[src/rtl/pp_cmd_driver.sv]
// rtl/pp_cmd_driver.sv - credit-based request/response driver for a fixed-latency pp core
// Optional macro PP_DRV_STATS_EN adds issued_cnt/completed_cnt outputs.
module pp_cmd_driver #(
   parameter int NUM_SIZE      = 32,
   parameter int CMD_SIZE_LOG2 = 3,
   parameter int LATENCY       = 2,
   parameter int FIFO_DEPTH    = 4
) (
   input  logic                            clk,
   input  logic                            reset,
   input  logic                            req_valid,
   output logic                            req_ready,
   input  logic [(2**CMD_SIZE_LOG2)-1:0]   req_cmd,
   input  logic [NUM_SIZE-1:0]             req_in1,
   input  logic [NUM_SIZE-1:0]             req_in2,
   output logic [(2**CMD_SIZE_LOG2)-1:0]   cmd,
   output logic [NUM_SIZE-1:0]             in1,
   output logic [NUM_SIZE-1:0]             in2,
   input  logic                            out,
   input  logic [NUM_SIZE-1:0]             out1,
   output logic                            rsp_valid,
   input  logic                            rsp_ready,
   output logic                            rsp_out,
   output logic [NUM_SIZE-1:0]             rsp_out1
`ifdef PP_DRV_STATS_EN
   ,
   output logic [31:0]                     issued_cnt,
   output logic [31:0]                     completed_cnt
`endif
);

   localparam int PW = $clog2(FIFO_DEPTH);
   localparam int CW = $clog2(FIFO_DEPTH) + 1;

   logic               issue;
   logic               pop;
   logic               capture;
   logic [LATENCY-1:0] vsr;
   logic [CW-1:0]      inflight;
   logic [CW-1:0]      inflight_next;
   logic [CW-1:0]      count;
   logic [CW-1:0]      count_next;
   logic [CW:0]        credit_next;
   logic [PW-1:0]      wr_ptr;
   logic [PW-1:0]      rd_ptr;
   logic [NUM_SIZE:0]  mem [FIFO_DEPTH];

   assign issue     = req_valid & req_ready;
   assign pop       = rsp_valid & rsp_ready;
   assign capture   = vsr[LATENCY-1];
   assign rsp_valid = (count != '0);

   // Gate the head so the response outputs read zero whenever the FIFO is empty.
   assign {rsp_out, rsp_out1} = rsp_valid ? mem[rd_ptr] : '0;

   always_comb begin
      inflight_next = inflight;
      count_next    = count;
      if (issue) begin
         inflight_next = inflight_next + 1'b1;
      end
      if (capture) begin
         inflight_next = inflight_next - 1'b1;
         count_next    = count_next + 1'b1;
      end
      if (pop) begin
         count_next = count_next - 1'b1;
      end
      credit_next = {1'b0, inflight_next} + {1'b0, count_next};
   end

   always_ff @(posedge clk or posedge reset) begin
      if (reset) begin
         cmd       <= '0;
         in1       <= '0;
         in2       <= '0;
         vsr       <= '0;
         inflight  <= '0;
         count     <= '0;
         wr_ptr    <= '0;
         rd_ptr    <= '0;
         req_ready <= 1'b0;
      end else begin
         cmd <= issue ? req_cmd : '0;
         if (issue) begin
            in1 <= req_in1;
            in2 <= req_in2;
         end
         vsr[0] <= issue;
         for (int i = 1; i < LATENCY; i++) begin
            vsr[i] <= vsr[i-1];
         end
         inflight <= inflight_next;
         count    <= count_next;
         // Ready looks at next-cycle credit so it is a pure register output.
         req_ready <= (int'(credit_next) < FIFO_DEPTH);
         if (capture) begin
            wr_ptr <= wr_ptr + 1'b1;
         end
         if (pop) begin
            rd_ptr <= rd_ptr + 1'b1;
         end
      end
   end

   always_ff @(posedge clk) begin
      if (capture) begin
         mem[wr_ptr] <= {out, out1};
      end
   end

`ifdef PP_DRV_STATS_EN
   always_ff @(posedge clk or posedge reset) begin
      if (reset) begin
         issued_cnt    <= '0;
         completed_cnt <= '0;
      end else begin
         if (issue) begin
            issued_cnt <= issued_cnt + 32'd1;
         end
         if (pop) begin
            completed_cnt <= completed_cnt + 32'd1;
         end
      end
   end
`endif

endmodule
[config.mk]
export PLATFORM = sky130hd
export DESIGN_NAME = pp_cmd_driver
export DESIGN_NICKNAME = d
export VERILOG_FILES = /design/src/rtl/pp_cmd_driver.sv
export SDC_FILE = /design/constraint.sdc
export NUM_CORES = 1
export LEC_CHECK = 0
export CORE_AREA = 2 2 142 144
export CTS_CLUSTER_SIZE = 24
export DETAILED_ROUTE_END_ITERATION = 8
export DIE_AREA = 0 0 144 146
export HOLD_SLACK_MARGIN = 0.08
export PLACE_DENSITY_LB_ADDON = 0.08
export SYNTH_ARGS = -nofsm -noshare
export SYNTH_HDL_FRONTEND = slang
export SYNTH_SLANG_ARGS = --single-unit
export TNS_END_PERCENT = 1
[constraint.sdc]
create_clock -name clk -period 2.81 [get_ports clk]
set_input_delay 0.562 -clock clk [delete_from_list [all_inputs] [get_ports clk]]
set_output_delay 0.562 -clock clk [all_outputs]
set_load 0.05 [all_outputs]
# After elaboration in Yosys (flattened, before gate mapping)
# Memory sizes are Yosys's and may differ from the RTL's.
# Cells that the tools add are included.
# word_totals
inputBits	109
out_inout_bits	107
mem_count	1
ramBits	132
ff_bits	85
# op_classes
n_addsub	7
n_reduce_logical	1
n_mux	8
bitwise_logic	2
n_lt_le_gt_ge	1
# memory_table
memory	depth	word_bits	rd	rd_ports_with_merged_regs	wr	line	rtl
mem	4	33	1	0	1	46	logic [NUM_SIZE:0] mem [FIFO_DEPTH];
# op_table
op	count
$mux 33	1
$mux 3	4
$mux 8	1
$add 3x1->3 const B	2
$sub 3x1->3 const B	2
$add 2x1->2 const B	2
$add 3x3->4	1
$lt 4x3->1 const B	1
$reduce_bool 3->1	1
$and 1x1->1	2
$mux 1	2

# Longest topological paths before layout
# Gate-level depths: netlist of run 1.
# depth
depth_word	6
ltp_mapped	11
depth_no_buf	11

# Worst setup path after synthesis of run 1
# OpenSTA, ideal clock, no wires.
# synth_timing
path_type	reg-to-reg
startpoint	register req_ready
endpoint	register req_ready
period_less_slack_ns	2.594
path_slack_ns	0.216
path_buffers	1
path_stages_with_launch	11
t_arrival_ns	2.507
t_required_ns	2.723
setup_ns	0.087
path_cell_list	dfrtp_1 nand2_2 buf_2 mux2i_1 ha_1 nand2_1 xnor2_1 xnor2_1 ha_1 or3_1 a211oi_2
# synth_via
elab_chain_len	6
# synth_rtl
item	line	rtl
start: declaration	12	output logic req_ready,
start signal: assignment	96	req_ready <= (int'(credit_next) < FIFO_DEPTH);
$and 1x1->1 (*)	48	assign issue = req_valid & req_ready;
$mux 3 (*)	59	if (issue) begin
$sub 3x1->3	63	inflight_next = inflight_next - 1'b1;
$mux 3 (*)	62	if (capture) begin
net inflight_next[2]	40	logic [CW-1:0] inflight_next;
$add 3x3->4 (*)	69	credit_next = {1'b0, inflight_next} + {1'b0, count_next};
$lt 4x3->1 (*)	96	
# Mark *: on every way through the listed nets, which the timed path passes. The rest lies on a longest branch.
# A chain may end at the register's enable or synchronous reset.

# Worst setup path in the final report of run 1
# layout_timing
startpoint	register rd_ptr[0]
endpoint	output port rsp_out1[0]
# layout_via
elab_chain_len	2
# layout_rtl
item	line	rtl
start: declaration	45	logic [PW-1:0] rd_ptr;
start signal: assignment	101	rd_ptr <= rd_ptr + 1'b1;
$mem_v2 4x33	--	
$mux 33	54	assign {rsp_out, rsp_out1} = rsp_valid ? mem[rd_ptr] : '0;
end: declaration	24	output logic [NUM_SIZE-1:0] rsp_out1
# Every way passes these cells.

==> results of run 1 <==
## flip-flops by register name, indices dropped and copies added (netlist names)
signal     cells
mem          132
in1           32
inflight       3
wr_ptr         2
count          3
in2           32
vsr            2
cmd            8
rd_ptr         2
req_ready      1
## routing by layer
metal  vias up  global-route usage, %
li1       2095                      -
met3        22                   6.05
met5         -                      0
met4         0                   4.41
met2       162                   29.5
met1      2357                   19.7
## worst register-to-register path, stage by stage (launching register included)
cell and delay (ps):
dfrtp_1 390, inv_1 90, ha_1 290, mux2i_1 210, ha_1 180, nand2_1 60, nor3_1 140, a21oi_1 70
xor2_1 180, ha_1 250, or3_1 360, a211oi_2 190
## cell usage in the layout (no fill, tap or decap), types with 5 or more instances in the layout
master and instances:
buf_12 39, clkbuf_16 23, ha_1 11, clkbuf_1 9
and3_1 9, nand2_1 6, mux4_2 33, buf_4 12
clkdlybuf4s50_1 181, edfxtp_1 132, inv_1 5, and2_1 34
xnor2_1 6, dfrtp_1 83, mux2_1 64
## worst paths after layout
check,startpoint,end,cells past startpoint
max in group asynchronous,reset,in2[25],3
worst max-delay path,rd_ptr[0],rsp_out1[0],4
worst max register to register,count[0],req_ready,11
worst min register to register,vsr[0],vsr[1],0
min in group asynchronous,reset,in1[22],2
worst min-delay path,vsr[0],vsr[1],0
## cell families (layout without fill, tap and decap cells)
group	after synthesis	count (layout)	share of synthesized area (%)
flip-flops	217	217	72.7
multiplexers	101	101	17.9
AND/OR/NAND/NOR	59	59	4.18
buffers and inverters	28	280	1.96
adder cells (fa/ha/maj)	11	11	1.64
XOR/XNOR	10	10	1.13
AO/OA/AOI/OAI	5	5	0.478
other	0	1	0
## layout make-up
class,instances,area (sq um)
Sequential cell,217,6090
Multi-Input combinational cell,186,2130
Timing Repair Buffer,232,2680
Fill cell,1449,7350
Clock inverter,8,88.8
Tap cell,265,332
Clock buffer,33,623
Antenna cell,1,2.50
Inverter,7,27.5
## power groups by stage
stage | registers, uW | logic, uW | clock network [uW]
after floorplan | 6280 | 3240 | 0
after global placement | 4620 | 8200 | 0
final | 4600 | 8160 | 2850
after CTS | 4610 | 8290 | 2940
after detailed placement | 4660 | 8270 | 0
after global routing | 4700 | 8580 | 3100
## stage by stage
step	setup TNS, ps	utilization [%]	instance area, sq um
after global placement	0	58.3	11300
final	0	62.0	12000
after floorplan	0	-	8380
after global routing	0	62.0	12000
after detailed placement	-57.9	58.3	11300
after CTS	0	62.0	12000
==> results_dict.tcl, run 1 <==
set metrics [dict create \
    p_leak_uw 0.00451 \
    synth_warnings 0 \
    drc 0 \
    wl_met3_um 1640 \
    ctsResizeCount 0 \
    crit_slowest_cell "mux4_2" \
    dr_wl_met2_um 8760 \
    overflow 0 \
    die_area_sq_um 21000 \
    hpwl_um 11600 \
    fin_skew_ps 8.81 \
    dp_cells 907 \
    grt_pass1_wl_um 27500 \
    slew_headroom_pct 45.6 \
    clk_root_buffer_cell "clkbuf_16" \
    rows 51 \
    drt-initial-drc-count 188 \
    routed_wl_um 17200 \
    num_vias 4636 \
    numCtsBuffers 23 \
    layout.nets 787 \
    p_comb_share_pct 52.3 \
    setup_viol 0 \
    cp_max_fo 33 \
    syn_nets 551 \
    layout-drive-gt1-share_pct 18.2 \
    max_freq_mhz 375 \
    sw_frac_of_total_pct 39.9 \
    synthArstFlopShare_pct 39.2 \
    cpMostUsedCell "buf_12" \
    cap_violations 0 \
    ir_drop_mv 0.757 \
    switchingPower_uw 6230 \
    antenna_found_initial 1 \
    path_cells "buf_12 -> mux4_2 -> and2_1 -> buf_12" \
    synth_edf_count 132 \
    p_per_area_nw_per_um2 1300 \
    grt_max_degree 65 \
    io_pins 216 \
    clockBufferDepth 3 \
    ys_top_cells_by_area "edfxtp_1 47%, dfrtp_1 25%, mux4_2 8.9%, mux2_1 8.6%, and2_1 2.8%" \
    synth_area_sq_um 8380 \
    clkSinkCount 217 \
    core_area_sq_um 19300 \
    seqPwrFrac_pct 29.5 \
    power_uw 15600 \
    synth_seq_cells 217 \
    finalWorstSetupSlack_ps 143 \
    highest_layer "met4" \
    syn_to_final_growth_pct 42.9 \
    critical_path.top_delay_family "multiplexers" \
    ys_types 28 \
    grt_pass1_vias 5251 \
    final_cells 949 \
    worstSetupEndpointType "output port" \
    hold_violations 0 \
    post_cts_buffers 0 \
    ant_nets 0 \
    synth_top_cells_by_count "132 x edfxtp_1, 85 x dfrtp_1, 64 x mux2_1, 38 x and2_1, 33 x mux4_2" \
    wl_met1_um 6460 \
    min_period_ps 2670 \
    cts.clk_slew.worst_paths_ps 60 \
    synth_top_area_share_pct 47.3 \
    rsz0062_at_grt "false" \
    gp_congestion 0.761 \
    synth_most_common_cell "edfxtp_1" \
    slowest_delay_ps 530 \
    min_path_type "flip-flop to flip-flop" \
    portBuffers 215 \
    floorplan.initialDensity_pct 43.4 \
    drv_slew 0 \
    cts-htree-levels 1 \
    insertion_delay_ps 490 \
    grt_use_total_pct 16.9 \
    power_frac_clock_pct 18.3 \
    pre_cts_ws_ps -57.9 \
    die_w_um 144 \
    die_y_um 146 \
    status "completed" \
    hold_slack_ps 358 \
    reg2reg_slack_ps 330 \
    yosys.area.top_type "edfxtp_1" \
    finalCritPeriodShare_pct 94.9 \
    arrival_ps 2110 \
    synth-seq-area-share_pct 72.7 \
    crit_buf_inv 2 \
    tritoncts "built" \
    p_int_uw 9390 \
    crit_required_ps 2250 \
    crit_type "flip-flop to output port" \
    postCtsHoldBufs 0 \
    start_kind "flip-flop" \
    synth.avg_cell_area_sq_um 19.4 \
    dr.pass1.iters 4 \
    tightest_slew_ps 816 \
    vias_per_cell 4.89 \
    synth_cells 431 \
    dominantRegCellSynth "edfxtp_1" \
    wire_per_inst_um 18.1 \
]
No activity file was read; power rests on OpenSTA's default activity.
==> inputs of run 2 (changes only) <==
- CORE_AREA: 2 2 142 144 -> 2 2 190 118
- DIE_AREA: 0 0 144 146 -> 0 0 192 120
==> results_dict.tcl, run 2 (synthesized netlist as in run 1, its figures left out) <==
set metrics [dict create \
    antenna_found_initial 0 \
    syn_to_final_growth_pct 43.6 \
    regArea_sq_um 6090 \
    arrival_ps 2090 \
    crit_type "flip-flop to output port" \
    start_kind "flip-flop" \
    cts-htree-levels 1 \
    cap_violations 0 \
    switchingPower_uw 6330 \
    io_pins 216 \
    layout.nets 786 \
    layout_commonest_cell "clkdlybuf4s50_1" \
    finalCritPeriodShare_pct 94.5 \
    reg.largest.list "mem x132, in1 x32, in2 x32" \
    tightest_slew_ps 853 \
    hpwl_um 12000 \
    grt_pass1_vias 4962 \
    highest_layer "met4" \
    wire_per_inst_um 18.3 \
    cp_max_fo 14 \
    core_area_sq_um 21400 \
    grt_use_total_pct 15.8 \
    die_y_um 120 \
    layout_common_cells "181 x clkdlybuf4s50_1, 132 x edfxtp_1, 83 x dfrtp_1" \
    ir_drop_mv 0.717 \
    drc 0 \
    insertion_delay_ps 500 \
    ant_nets 0 \
    num_vias 4535 \
    top_register "mem" \
    floorplan.initialDensity_pct 39.1 \
    slew_headroom_pct 43.1 \
    power_frac_clock_pct 18.7 \
    sw_frac_of_total_pct 40.1 \
    p_per_area_nw_per_um2 1310 \
    grt_pass1_wl_um 27900 \
    drv_slew 0 \
    clk_root_buffer_cell "clkbuf_16" \
    clockBufferDepth 3 \
    fin_skew_ps 9.52 \
    grt_max_degree 86 \
    p_comb_share_pct 52.3 \
    max_freq_mhz 377 \
    hold_violations 0 \
    die_w_um 192 \
    setup_viol 0 \
    layout-drive-gt1-share_pct 19.4 \
    min_period_ps 2650 \
    reg2reg_depth 11 \
    numCtsBuffers 22 \
    cts.clk_slew.worst_paths_ps 60 \
    status "completed" \
    largest_reg_flops 132 \
    dr.pass1.iters 4 \
    crit_required_ps 2250 \
    diodes 0 \
    worstSetupEndpointType "output port" \
    min_path_type "flip-flop to flip-flop" \
    tritoncts "built" \
    rows 42 \
    post_cts_buffers 0 \
    routed_wl_um 17700 \
    rsz0062_at_grt "false" \
    gp_congestion 0.714 \
    final.setup.tns_ps 0 \
    fillCellCount 1673 \
    wl_met3_um 928 \
    dr_wl_met2_um 8870 \
    multi_input_area_sq_um 2130 \
    overflow 0 \
    final_util_pct 56.2 \
    p_int_uw 9450 \
    die_area_sq_um 23000 \
    seqPwrFrac_pct 29.0 \
    hold_depth 0 \
    portBuffers 215 \
    drt-initial-drc-count 188 \
    vias_per_cell 4.68 \
    clkSinkCount 217 \
    wl_met1_um 7590 \
    p_leak_uw 0.00452 \
]
-- run 2: cell types whose count changed in the layout (fill, tap and decap cells not counted), moves of 2 or more --
cell        change
clkinv_2        +2
clkinvlp_4      +2
clkinvlp_2      +3
clkbuf_1        -8
-- run 2: layer usage --
layer  vias up  GRT usage [%]
met3        29           3.31
li1       2097              -
met1      2303           21.1
met4         0           3.29
met2       106           26.8
met5         -              0
-- run 2: what timing repair did --
| action | in CTS | in global routing |
|---|---|---|
| setup endpoints to repair | 2 | 0 |
| gates resized for setup | 1 | 0 |
| hold buffers | 0 | 0 |
-- run 2: critical path, cell delays in order, from the launching register on --
cell	delay, ps
dfrtp_2	360
buf_4	280
mux4_2	580
and2_1	210
buf_12	150
-- run 2: worst paths after layout --
check	startpoint	end	slack, ps
worst max-delay path	rd_ptr[0]	rsp_out1[28]	160
min in group asynchronous	reset	in1[14]	480
worst min register to register	vsr[0]	vsr[1]	360
worst max register to register	count[0]	req_ready	230
worst min-delay path	vsr[0]	vsr[1]	360
max in group asynchronous	reset	rd_ptr[0]	1950
-- run 2: power groups by stage --
stage	Combinational, uW	Sequential, uW	Clock (uW)
global route	8650	4680	3190
detailed placement	8350	4650	0
finish	8250	4570	2960
global placement	8280	4600	0
floorplan	3240	6280	0
CTS	8380	4590	3060
-- run 2: area by class of cell --
| cell class | count | area share, % |
|---|---|---|
| timing repair buffer | 232 | 22.3 |
| tap | 286 | 2.97 |
| sequential | 217 | 50.6 |
| multi-input combinational | 186 | 17.7 |
| inverter | 7 | 0.229 |
| clock buffer | 24 | 4.81 |
| clock inverter | 16 | 1.36 |
-- run 2: through the flow --
step	hold WS, ps	instance area (sq um)	power [uW]	cells	worst slack (ps)
2_1_floorplan	331	8380	9520	431	54.5
3_3_place_gp	353	11300	12900	928	-5.94
3_5_place_dp	355	11300	13000	928	-44.8
4_1_cts	370	12000	16000	968	99.8
5_1_grt	378	12000	16500	968	44.5
6_report	362	12000	15800	968	156
==> inputs of run 3 (changes only) <==
- CELL_PAD_IN_SITES_DETAIL_PLACEMENT: default -> 1
- CELL_PAD_IN_SITES_GLOBAL_PLACEMENT: default -> 1
- CORE_AREA: 2 2 190 118 -> 2 2 198 122
- DIE_AREA: 0 0 192 120 -> 0 0 200 124
==> results_dict.tcl, run 3 (synthesized netlist as in run 1, its figures left out) <==
set metrics [dict create \
    gp_congestion 0.705 \
    ant_nets 0 \
    rsz0062_at_grt "true" \
    layout_common_cells "181 x clkdlybuf4s50_1, 132 x edfxtp_1, 83 x dfrtp_1" \
    clkSinkCount 217 \
    largest_reg_flops 132 \
    tritoncts "built" \
    floorplan.initialDensity_pct 36.7 \
    cp_max_fo 35 \
    layout-drive-gt1-share_pct 18.9 \
    slew_headroom_pct 57.3 \
    p_comb_share_pct 52.7 \
    top_register "mem" \
    pre_cts_ws_ps -129 \
    numCtsBuffers 22 \
    insertion_delay_ps 500 \
    clk_root_buffer_cell "clkbuf_16" \
    num_vias 4631 \
    switchingPower_uw 6380 \
    fin_skew_ps 9.61 \
    p_per_area_nw_per_um2 1310 \
    rows 43 \
    layout_commonest_cell "clkdlybuf4s50_1" \
    crit_required_ps 2250 \
    reg.largest.list "mem x132, in1 x32, in2 x32" \
    finalCritPeriodShare_pct 94.8 \
    die_y_um 124 \
    ir_drop_mv 0.638 \
    cts.clk_slew.worst_paths_ps 60 \
    p_leak_uw 0.00454 \
    grt_max_degree 86 \
    grt_pass1_vias 5078 \
    postCtsHoldBufs 0 \
    portBuffers 215 \
    grt_use_total_pct 15.8 \
    p_int_uw 9500 \
    layout.nets 786 \
    finalWorstSetupSlack_ps 147 \
    die_area_sq_um 24800 \
    crit_type "flip-flop to output port" \
    status "completed" \
    vias_per_cell 4.64 \
    min_period_ps 2660 \
    dr.pass1.iters 4 \
    worstSetupEndpointType "output port" \
    wire_per_inst_um 19.2 \
    regArea_sq_um 6100 \
    drc 0 \
    core_area_sq_um 22900 \
    seqPwrFrac_pct 28.6 \
    min_path_type "flip-flop to flip-flop" \
    cts-htree-levels 1 \
    sw_frac_of_total_pct 40.2 \
    setup_viol 0 \
    overflow 0 \
    fillCellCount 2115 \
    multi_input_area_sq_um 2130 \
    tightest_slew_ps 640 \
    routed_wl_um 19200 \
    clockBufferDepth 3 \
    hpwl_um 13000 \
    final.setup.tns_ps 0 \
    max_freq_mhz 376 \
    start_kind "flip-flop" \
    power_frac_clock_pct 18.7 \
    io_pins 216 \
    hold_violations 0 \
    syn_to_final_growth_pct 44.5 \
    antenna_found_initial 1 \
    drv_slew 0 \
    arrival_ps 2100 \
    drt-initial-drc-count 175 \
    grt_pass1_wl_um 29600 \
    die_w_um 200 \
    cap_violations 0 \
]
run 3: changes by cell type in the layout (fill, tap and decap cells not counted), sizes merged:
| cell | before | now |
|---|---|---|
| clkinvlp | 6 | 2 |
| clkbuf | 24 | 27 |
| clkinv | 8 | 9 |
| diode | 0 | 1 |
run 3: power by group through the flow:
stage	registers (uW)	clock network (uW)	logic, uW
after floorplan	6280	0	3240
after global placement	4600	0	8330
after detailed placement	4650	0	8420
after CTS	4590	3060	8450
after global routing	4660	3190	8790
final	4540	2970	8370
run 3: repair_timing:
action | CTS | global route
endpoints found under the setup margin | 26 | 17
buffers inserted | 0 | 1
resized for setup | 2 | 0
cloned | 0 | 0
run 3: worst paths after layout:
check	start	end	slack [ps]	depth (start not counted)
min reg2reg	vsr[0]	vsr[1]	360	0
max	count[0]	rsp_out1[6]	150	6
max in group asynchronous	reset	rd_ptr[0]	1950	3
min in group asynchronous	reset	in2[2]	490	3
min	vsr[0]	vsr[1]	360	0
max reg2reg	count[0]	req_ready	180	10
run 3: metal layers:
metal  vias up  track usage [%]  wire, um
met5         -                0         0
met4         0             3.80       247
met3        20             3.47       941
met2       115             26.1      9260
met1      2399             21.4      8700
li1       2097                -         -
run 3: metrics by stage:
step | instance area [sq um] | util [%] | hold slack [ps] | instances | power [uW]
after CTS | 12100 | 52.9 | 359 | 996 | 16100
after global routing | 12100 | 53.0 | 369 | 998 | 16600
after global placement | 11300 | 49.6 | 343 | 956 | 12900
after floorplan | 8380 | - | 331 | 431 | 9520
after detailed placement | 11300 | 49.6 | 339 | 956 | 13100
final | 12100 | 53.0 | 358 | 998 | 15900
run 3: cell type report:
class	instances	area share, %
well taps	315	3.25
inverters	7	0.227
flip-flops and latches	217	50.3
multi-input cells	186	17.6
diodes	1	0.0207
clock inverters	13	1.18
repair buffers	232	22.5
clock buffers	27	4.88
run 3: critical path, cell delays in order (launching register included):
cell	delay, ps
dfrtp_1	390
inv_1	90
ha_1	220
nand2b_1	160
buf_6	290
and2_1	260
buf_12	160
